## src/rtl/vga_pkg.sv

```systemverilog
// ============================================================================
// Module  : vga_pkg
// Purpose : Shared constants, pixel-mode enum and palette slice helper for
//           the VGA pixel datapath.
// Revision: 1.0 - initial release
// ============================================================================
`default_nettype none

package vga_pkg;

  localparam int WORD_W            = 32;
  localparam int RGB_W             = 6;
  localparam int PAL_ENTRIES       = 4;
  localparam int PAL_W             = RGB_W * PAL_ENTRIES;
  localparam int PIX_PER_WORD_1BPP = 32;
  localparam int PIX_PER_WORD_2BPP = 16;
  // Must hold the value 32, hence one bit wider than log2(32).
  localparam int PIX_CNT_W         = 6;

  typedef enum logic {
    BPP_1 = 1'b0,
    BPP_2 = 1'b1
  } bpp_mode_e;

  function automatic logic [RGB_W-1:0] pal_entry(
    input logic [PAL_W-1:0] pal,
    input logic [1:0]       idx
  );
    return pal[idx*RGB_W +: RGB_W];
  endfunction

endpackage

`default_nettype wire

```

## src/rtl/vga_palette_mux.sv

```systemverilog
// ============================================================================
// Module  : vga_palette_mux
// Purpose : Combinational 4-entry RGB222 palette lookup.
// Revision: 1.0 - initial release
// ============================================================================
`default_nettype none

module vga_palette_mux
  import vga_pkg::*;
(
  input  logic [1:0]       index,
  input  logic [PAL_W-1:0] palette,
  output logic [RGB_W-1:0] rgb
);

  always_comb begin
    rgb = pal_entry(palette, index);
  end

endmodule

`default_nettype wire

```

## src/rtl/vga_pixel_shifter.sv

```systemverilog
// ============================================================================
// Module  : vga_pixel_shifter
// Purpose : Staging buffer, 1/2 bpp pixel shifter with horizontal scaling and
//           palette, registered RGB222 and syncs. Optional underrun episode
//           counter enabled by VGA_UNDERRUN_COUNT_EN.
// Revision: 1.0 - initial release
// ============================================================================
`default_nettype none

module vga_pixel_shifter
  import vga_pkg::*;
#(
  parameter int WORD_W  = 32,
  parameter int SCALE_W = 4
) (
  input  logic               clk,
  input  logic               rst_n,
  input  logic               blank_in,
  input  logic               hsync_in,
  input  logic               vsync_in,
  input  logic [WORD_W-1:0]  data_in,
  input  logic               data_we,
  output logic               data_req,
  input  logic               flush,
  input  logic               bpp2,
  input  logic [SCALE_W-1:0] scale,
  input  logic [23:0]        palette,
  input  logic               underrun_clr,
  output logic               underrun,
  output logic [5:0]         rgb,
  output logic               hsync_out,
  output logic               vsync_out
`ifdef VGA_UNDERRUN_COUNT_EN
  ,
  output logic [7:0]         underrun_count
`endif
);

  logic [WORD_W-1:0]    staging_q, staging_d;
  logic                 staging_valid_q, staging_valid_d;
  logic [WORD_W-1:0]    shift_q, shift_d;
  logic [PIX_CNT_W-1:0] pixels_left_q, pixels_left_d;
  bpp_mode_e            mode_q, mode_d;
  logic [SCALE_W-1:0]   scale_cnt_q, scale_cnt_d;
  logic [SCALE_W-1:0]   scale_q, scale_d;
  logic [RGB_W-1:0]     rgb_q, rgb_d;
  logic                 hsync_q, vsync_q;
  logic                 underrun_q, underrun_d;

  logic                 active;
  logic                 avail;
  logic                 empty;
  logic                 pix_end;
  logic                 drain_last;
  logic                 load;
  logic                 starved;
  logic [WORD_W-1:0]    load_word;
  logic [1:0]           pix_idx;
  logic [RGB_W-1:0]     pal_rgb;

  always_comb begin
    active     = !blank_in;
    avail      = staging_valid_q | data_we;
    empty      = (pixels_left_q == '0);
    pix_end    = (scale_cnt_q == scale_q);
    // Reloading on the final clock of the last pixel keeps words seamless.
    drain_last = active && !empty && pix_end && (pixels_left_q == PIX_CNT_W'(1));
    load       = avail && (empty || drain_last) && !flush;
    starved    = active && empty && !avail;
    load_word  = staging_valid_q ? staging_q : data_in;
    pix_idx    = (mode_q == BPP_2) ? shift_q[1:0] : {1'b0, shift_q[0]};
  end

  vga_palette_mux u_palette_mux (
    .index   (pix_idx),
    .palette (palette),
    .rgb     (pal_rgb)
  );

  always_comb begin
    staging_d       = staging_q;
    staging_valid_d = staging_valid_q;
    shift_d         = shift_q;
    pixels_left_d   = pixels_left_q;
    mode_d          = mode_q;
    scale_cnt_d     = '0;
    scale_d         = blank_in ? scale : scale_q;
    rgb_d           = '0;
    underrun_d      = underrun_q;

    if (active && !empty) begin
      rgb_d = pal_rgb;
      if (pix_end) begin
        shift_d       = (mode_q == BPP_2) ? (shift_q >> 2) : (shift_q >> 1);
        pixels_left_d = pixels_left_q - PIX_CNT_W'(1);
      end else begin
        scale_cnt_d = scale_cnt_q + SCALE_W'(1);
      end
    end

    if (load) begin
      shift_d       = load_word;
      mode_d        = bpp2 ? BPP_2 : BPP_1;
      pixels_left_d = bpp2 ? PIX_CNT_W'(PIX_PER_WORD_2BPP)
                           : PIX_CNT_W'(PIX_PER_WORD_1BPP);
      scale_cnt_d   = '0;
    end

    if (load && staging_valid_q) begin
      staging_valid_d = data_we;
      if (data_we) begin
        staging_d = data_in;
      end
    end else if (data_we && !load) begin
      staging_d       = data_in;
      staging_valid_d = 1'b1;
    end

    if (flush) begin
      pixels_left_d   = '0;
      staging_valid_d = 1'b0;
      scale_cnt_d     = '0;
    end

    if (starved) begin
      underrun_d = 1'b1;
    end else if (underrun_clr) begin
      underrun_d = 1'b0;
    end
  end

  always_ff @(posedge clk) begin
    if (!rst_n) begin
      staging_q       <= '0;
      staging_valid_q <= 1'b0;
      shift_q         <= '0;
      pixels_left_q   <= '0;
      mode_q          <= BPP_1;
      scale_cnt_q     <= '0;
      scale_q         <= '0;
      rgb_q           <= '0;
      hsync_q         <= 1'b0;
      vsync_q         <= 1'b0;
      underrun_q      <= 1'b0;
    end else begin
      staging_q       <= staging_d;
      staging_valid_q <= staging_valid_d;
      shift_q         <= shift_d;
      pixels_left_q   <= pixels_left_d;
      mode_q          <= mode_d;
      scale_cnt_q     <= scale_cnt_d;
      scale_q         <= scale_d;
      rgb_q           <= rgb_d;
      hsync_q         <= hsync_in;
      vsync_q         <= vsync_in;
      underrun_q      <= underrun_d;
    end
  end

`ifdef VGA_UNDERRUN_COUNT_EN
  logic       starved_q;
  logic [7:0] urun_cnt_q, urun_cnt_d;

  always_comb begin
    urun_cnt_d = urun_cnt_q;
    if (underrun_clr) begin
      urun_cnt_d = '0;
    end else if (starved && !starved_q && (urun_cnt_q != 8'hFF)) begin
      urun_cnt_d = urun_cnt_q + 8'd1;
    end
  end

  always_ff @(posedge clk) begin
    if (!rst_n) begin
      starved_q  <= 1'b0;
      urun_cnt_q <= '0;
    end else begin
      starved_q  <= starved;
      urun_cnt_q <= urun_cnt_d;
    end
  end

  assign underrun_count = urun_cnt_q;
`endif

  assign data_req  = !staging_valid_q;
  assign underrun  = underrun_q;
  assign rgb       = rgb_q;
  assign hsync_out = hsync_q;
  assign vsync_out = vsync_q;

endmodule

`default_nettype wire
```

## config.mk

```make
export PLATFORM = sky130hd
export DESIGN_NAME = vga_pixel_shifter
export DESIGN_NICKNAME = d
export VERILOG_FILES = /design/src/rtl/vga_pkg.sv /design/src/rtl/vga_palette_mux.sv /design/src/rtl/vga_pixel_shifter.sv
export SDC_FILE = /design/constraint.sdc
export NUM_CORES = 1
export LEC_CHECK = 0
export ABC_AREA = 1
export CORE_UTILIZATION = 43
export CTS_BUF_LIST = sky130_fd_sc_hd__clkbuf_4 sky130_fd_sc_hd__clkbuf_8
export CTS_CLUSTER_SIZE = 8
export DETAILED_ROUTE_END_ITERATION = 12
export PLACE_DENSITY_LB_ADDON = 0.25
export SLEW_MARGIN = 20
export SYNTH_ARGS = -nofsm -noshare
export SYNTH_HDL_FRONTEND = slang
export SYNTH_HIERARCHICAL = 1
export SYNTH_SLANG_ARGS = --single-unit
```

## constraint.sdc

```tcl
create_clock -name clk -period 2 [get_ports clk]
set_input_delay 0.2 -clock clk [delete_from_list [all_inputs] [get_ports clk]]
set_output_delay 0.2 -clock clk [all_outputs]
set_load 0.01 [all_outputs]
```

==> impl_metrics.json <==
{
  "outcome": "finished, final reports clean",
  "grt.total_usage_pct": 19.5,
  "grt_use_met3_pct": 3.17,
  "htreeDepth": 3,
  "synth.most_common_cell": "nand2_1",
  "synth-main-ff-cell": "dfxtp_1",
  "cts_resized": 0,
  "routed_wl_mm": 11.5,
  "cts_tree": "built",
  "period_share_pct": 89.9,
  "post_cts_buffers": 0,
  "syn_area_per_cell_um2": 6.23,
  "fin_ws_ns": 0.203,
  "drv_slew": 0,
  "slew_headroom_pct": 58.0,
  "n_antenna_cell": 0,
  "die_h_um": 111,
  "gp_congestion": 0.800,
  "clock.fmax_ghz": 0.556,
  "cts.sinks": 89,
  "vdd_drop_max_v": 0.000389,
  "hold_path_class": "input pin to register",
  "p_leak_nw": 2.84,
  "ff2ff_setup_slack_ns": 0.20,
  "power_per_cell_area_nw_per_um2": 669,
  "use_met1_pct": 29.1,
  "worst-setup-path-type": "register to register",
  "yosysWarnings": 6,
  "crit_required_ns": 2.26,
  "skew_ns": 0.00837,
  "netlist_area_um2": 5090,
  "yosysSeqAreaShare_pct": 35.0,
  "gr-max-usage-layer": "met1",
  "dieWidth_um": 111,
  "r2r_end": "staging_q[18]$_SDFFE_PN0P_",
  "finish.net_count": 940,
  "ys_seq_elements": 89,
  "clkLatencyLatePin_ns": 0.35,
  "hold_depth": 4,
  "synth-edff-count": 0,
  "via_per_inst": 4.86,
  "clockBufferDepth": 2,
  "finalSetupTns_ns": 0,
  "netlist-cell-type-count": 25,
  "row_count": 39,
  "cts-root-buf": "clkbuf_8",
  "coreArea_um2": 11500,
  "worstRegToRegCells": 11,
  "setup_viol": 0,
  "dp_slack_ns": 0.163,
  "grt_start_max_net_pins": 66,
  "cp-start-kind": "register",
  "netlist_top_cells_area": "dfxtp_1 (35%), nand2_1 (14%), a21oi_1 (11%)",
  "routedWlPerCell_um": 11.4,
  "cts-hold-fix-buffers": 0,
  "grt_pass1_wl_mm": 20.1,
  "dpl.hpwl_mm": 7.95,
  "cp_max_fo": 65,
  "cp_data_arrival_time_ns": 2.06,
  "io_buffers": 78,
  "dr.pass1.iters": 4,
  "clk_transition_reported_paths_ns": 0.09,
  "grt_overflow": 0,
  "min_to": "underrun$_SDFFE_PN0P_",
  "drc": 0,
  "worst_pin_slew_ns": 0.630,
  "drt_iter0_drc": 317,
  "r2r-start": "pixels_left_q[1]$_SDFFE_PP0P_",
  "syn-num-nets": 888,
  "finalCriticalPeriod_ns": 1.80,
  "hold_viol": 0,
  "synth_common_cells": "nand2_1 (193), a21oi_1 (112), nor2_1 (107)",
  "rsz0062_at_grt": "false",
  "min_from": "data_we",
  "yosysTopAreaCell": "dfxtp_1",
  "numCtsBuffers": 9,
  "synth_top_area_share_pct": 35.0,
  "grt_pass1_vias": 4283,
  "grtUsageMet2_pct": 28.5,
  "start_util_pct": 44.4,
  "die_area_um2": 12300,
  "via_count": 4933,
  "endpoint_kind": "register",
  "async_flop_share_pct": 0,
  "syn2layout_area_growth_pct": 21.2,
  "drv_cap": 0,
  "power_mw": 4.13,
  "drive_gt1_share_pct": 7.22,
  "synthCells": 816,
  "pin_count": 79,
  "final_antenna_net_count": 0,
  "antenna_found_initial": 0
}
## worst max path at each step
stage | startpoint | to | slack [ns] | cells past startpoint
6_report | pixels_left_q[1]$_SDFFE_PP0P_ | staging_q[18]$_SDFFE_PN0P_ | 0.20 | 11
5_1_grt | pixels_left_q[1]$_SDFFE_PP0P_ | shift_q[8]$_SDFFE_PN0P_ | 0.01 | 12
4_1_cts | pixels_left_q[0]$_SDFFE_PP0P_ | pixels_left_q[4]$_SDFFE_PP0P_ | 0.17 | 13
3_5_place_dp | blank_in | staging_q[18]$_SDFFE_PN0P_ | 0.16 | 10
3_3_place_gp | blank_in | pixels_left_q[4]$_SDFFE_PP0P_ | 0.19 | 12
2_1_floorplan | pixels_left_q[0]$_SDFFE_PP0P_ | staging_q[0]$_SDFFE_PN0P_ | 0.26 | 12
## layout by cell type (no fill, tap or decap), types with 3 or more instances in the layout
| master | count |
|---|---|
| clkbuf_8 | 11 |
| nor2_1 | 106 |
| ha_1 | 3 |
| nand3_1 | 102 |
| o21ai_0 | 23 |
| clkdlybuf4s50_1 | 77 |
| nand3_2 | 13 |
| xnor2_1 | 5 |
| xor2_1 | 3 |
| buf_12 | 7 |
| inv_1 | 93 |
| nand2_1 | 193 |
| dfxtp_1 | 86 |
| dfxtp_2 | 3 |
| a21oi_1 | 112 |
| clkinv_2 | 3 |
| nor2_2 | 3 |
| buf_4 | 12 |
| nor3_1 | 4 |
| inv_2 | 3 |
## where the power goes
part	internal, mW	switching (mW)
registers	1.91	0.0898
logic	0.432	0.529
clock network	0.543	0.622
total	2.89	1.24
## cells by family after synthesis
family	synth area share, %
adder cells (fa/ha/maj)	0.738
XOR/XNOR	1.38
multiplexers	0.443
AO/OA/AOI/OAI	13.4
flip-flops	35.0
buffers and inverters	12.9
AND/OR/NAND/NOR	36.1
## stage by stage
stage	hold WS, ns	cells	util (%)	instance area, um2
floorplan	0.298	816	-	5090
CTS	0.160	1016	53.8	6160
global route	0.205	1016	53.8	6170
global placement	0.460	1000	52.2	5980
detailed placement	0.463	1000	52.2	5980
finish	0.173	1016	53.8	6170
## registers in the layout, summed over array words and instances (netlist names)
| register | flops |
|---|---|
| mode_q | 1 |
| shift_q | 32 |
| staging_q | 32 |
| staging_valid_q | 1 |
| scale_cnt_q | 4 |
| scale_q | 4 |
| hsync_out | 1 |
| pixels_left_q | 6 |
| underrun | 1 |
| rgb | 6 |
| vsync_out | 1 |
## metal layers
layer | routed length, um | vias up
met5 | 0 | -
li1 | - | 2683
met3 | 550 | 10
met2 | 4860 | 101
met1 | 6040 | 2139
met4 | 99 | 0
## worst max-delay path, stage by stage, from the launching register on
cell	delay, ns
dfxtp_1	0.36
inv_1	0.07
ha_1	0.21
nand3_2	0.12
nand2_1	0.07
inv_2	0.09
nand3_2	0.10
nand2_4	0.11
nand3_2	0.09
buf_12	0.20
a21oi_1	0.17
nor2_1	0.06
## cell type report
type	instances	area [um2]
Clock inverter	3	15.0
Inverter	97	364
Tap cell	143	179
Timing Repair Buffer	97	1010
Fill cell	1165	5300
Sequential cell	89	1790
Multi-Input combinational cell	574	2650
Clock buffer	13	166
(Power assumes the default switching activity.)
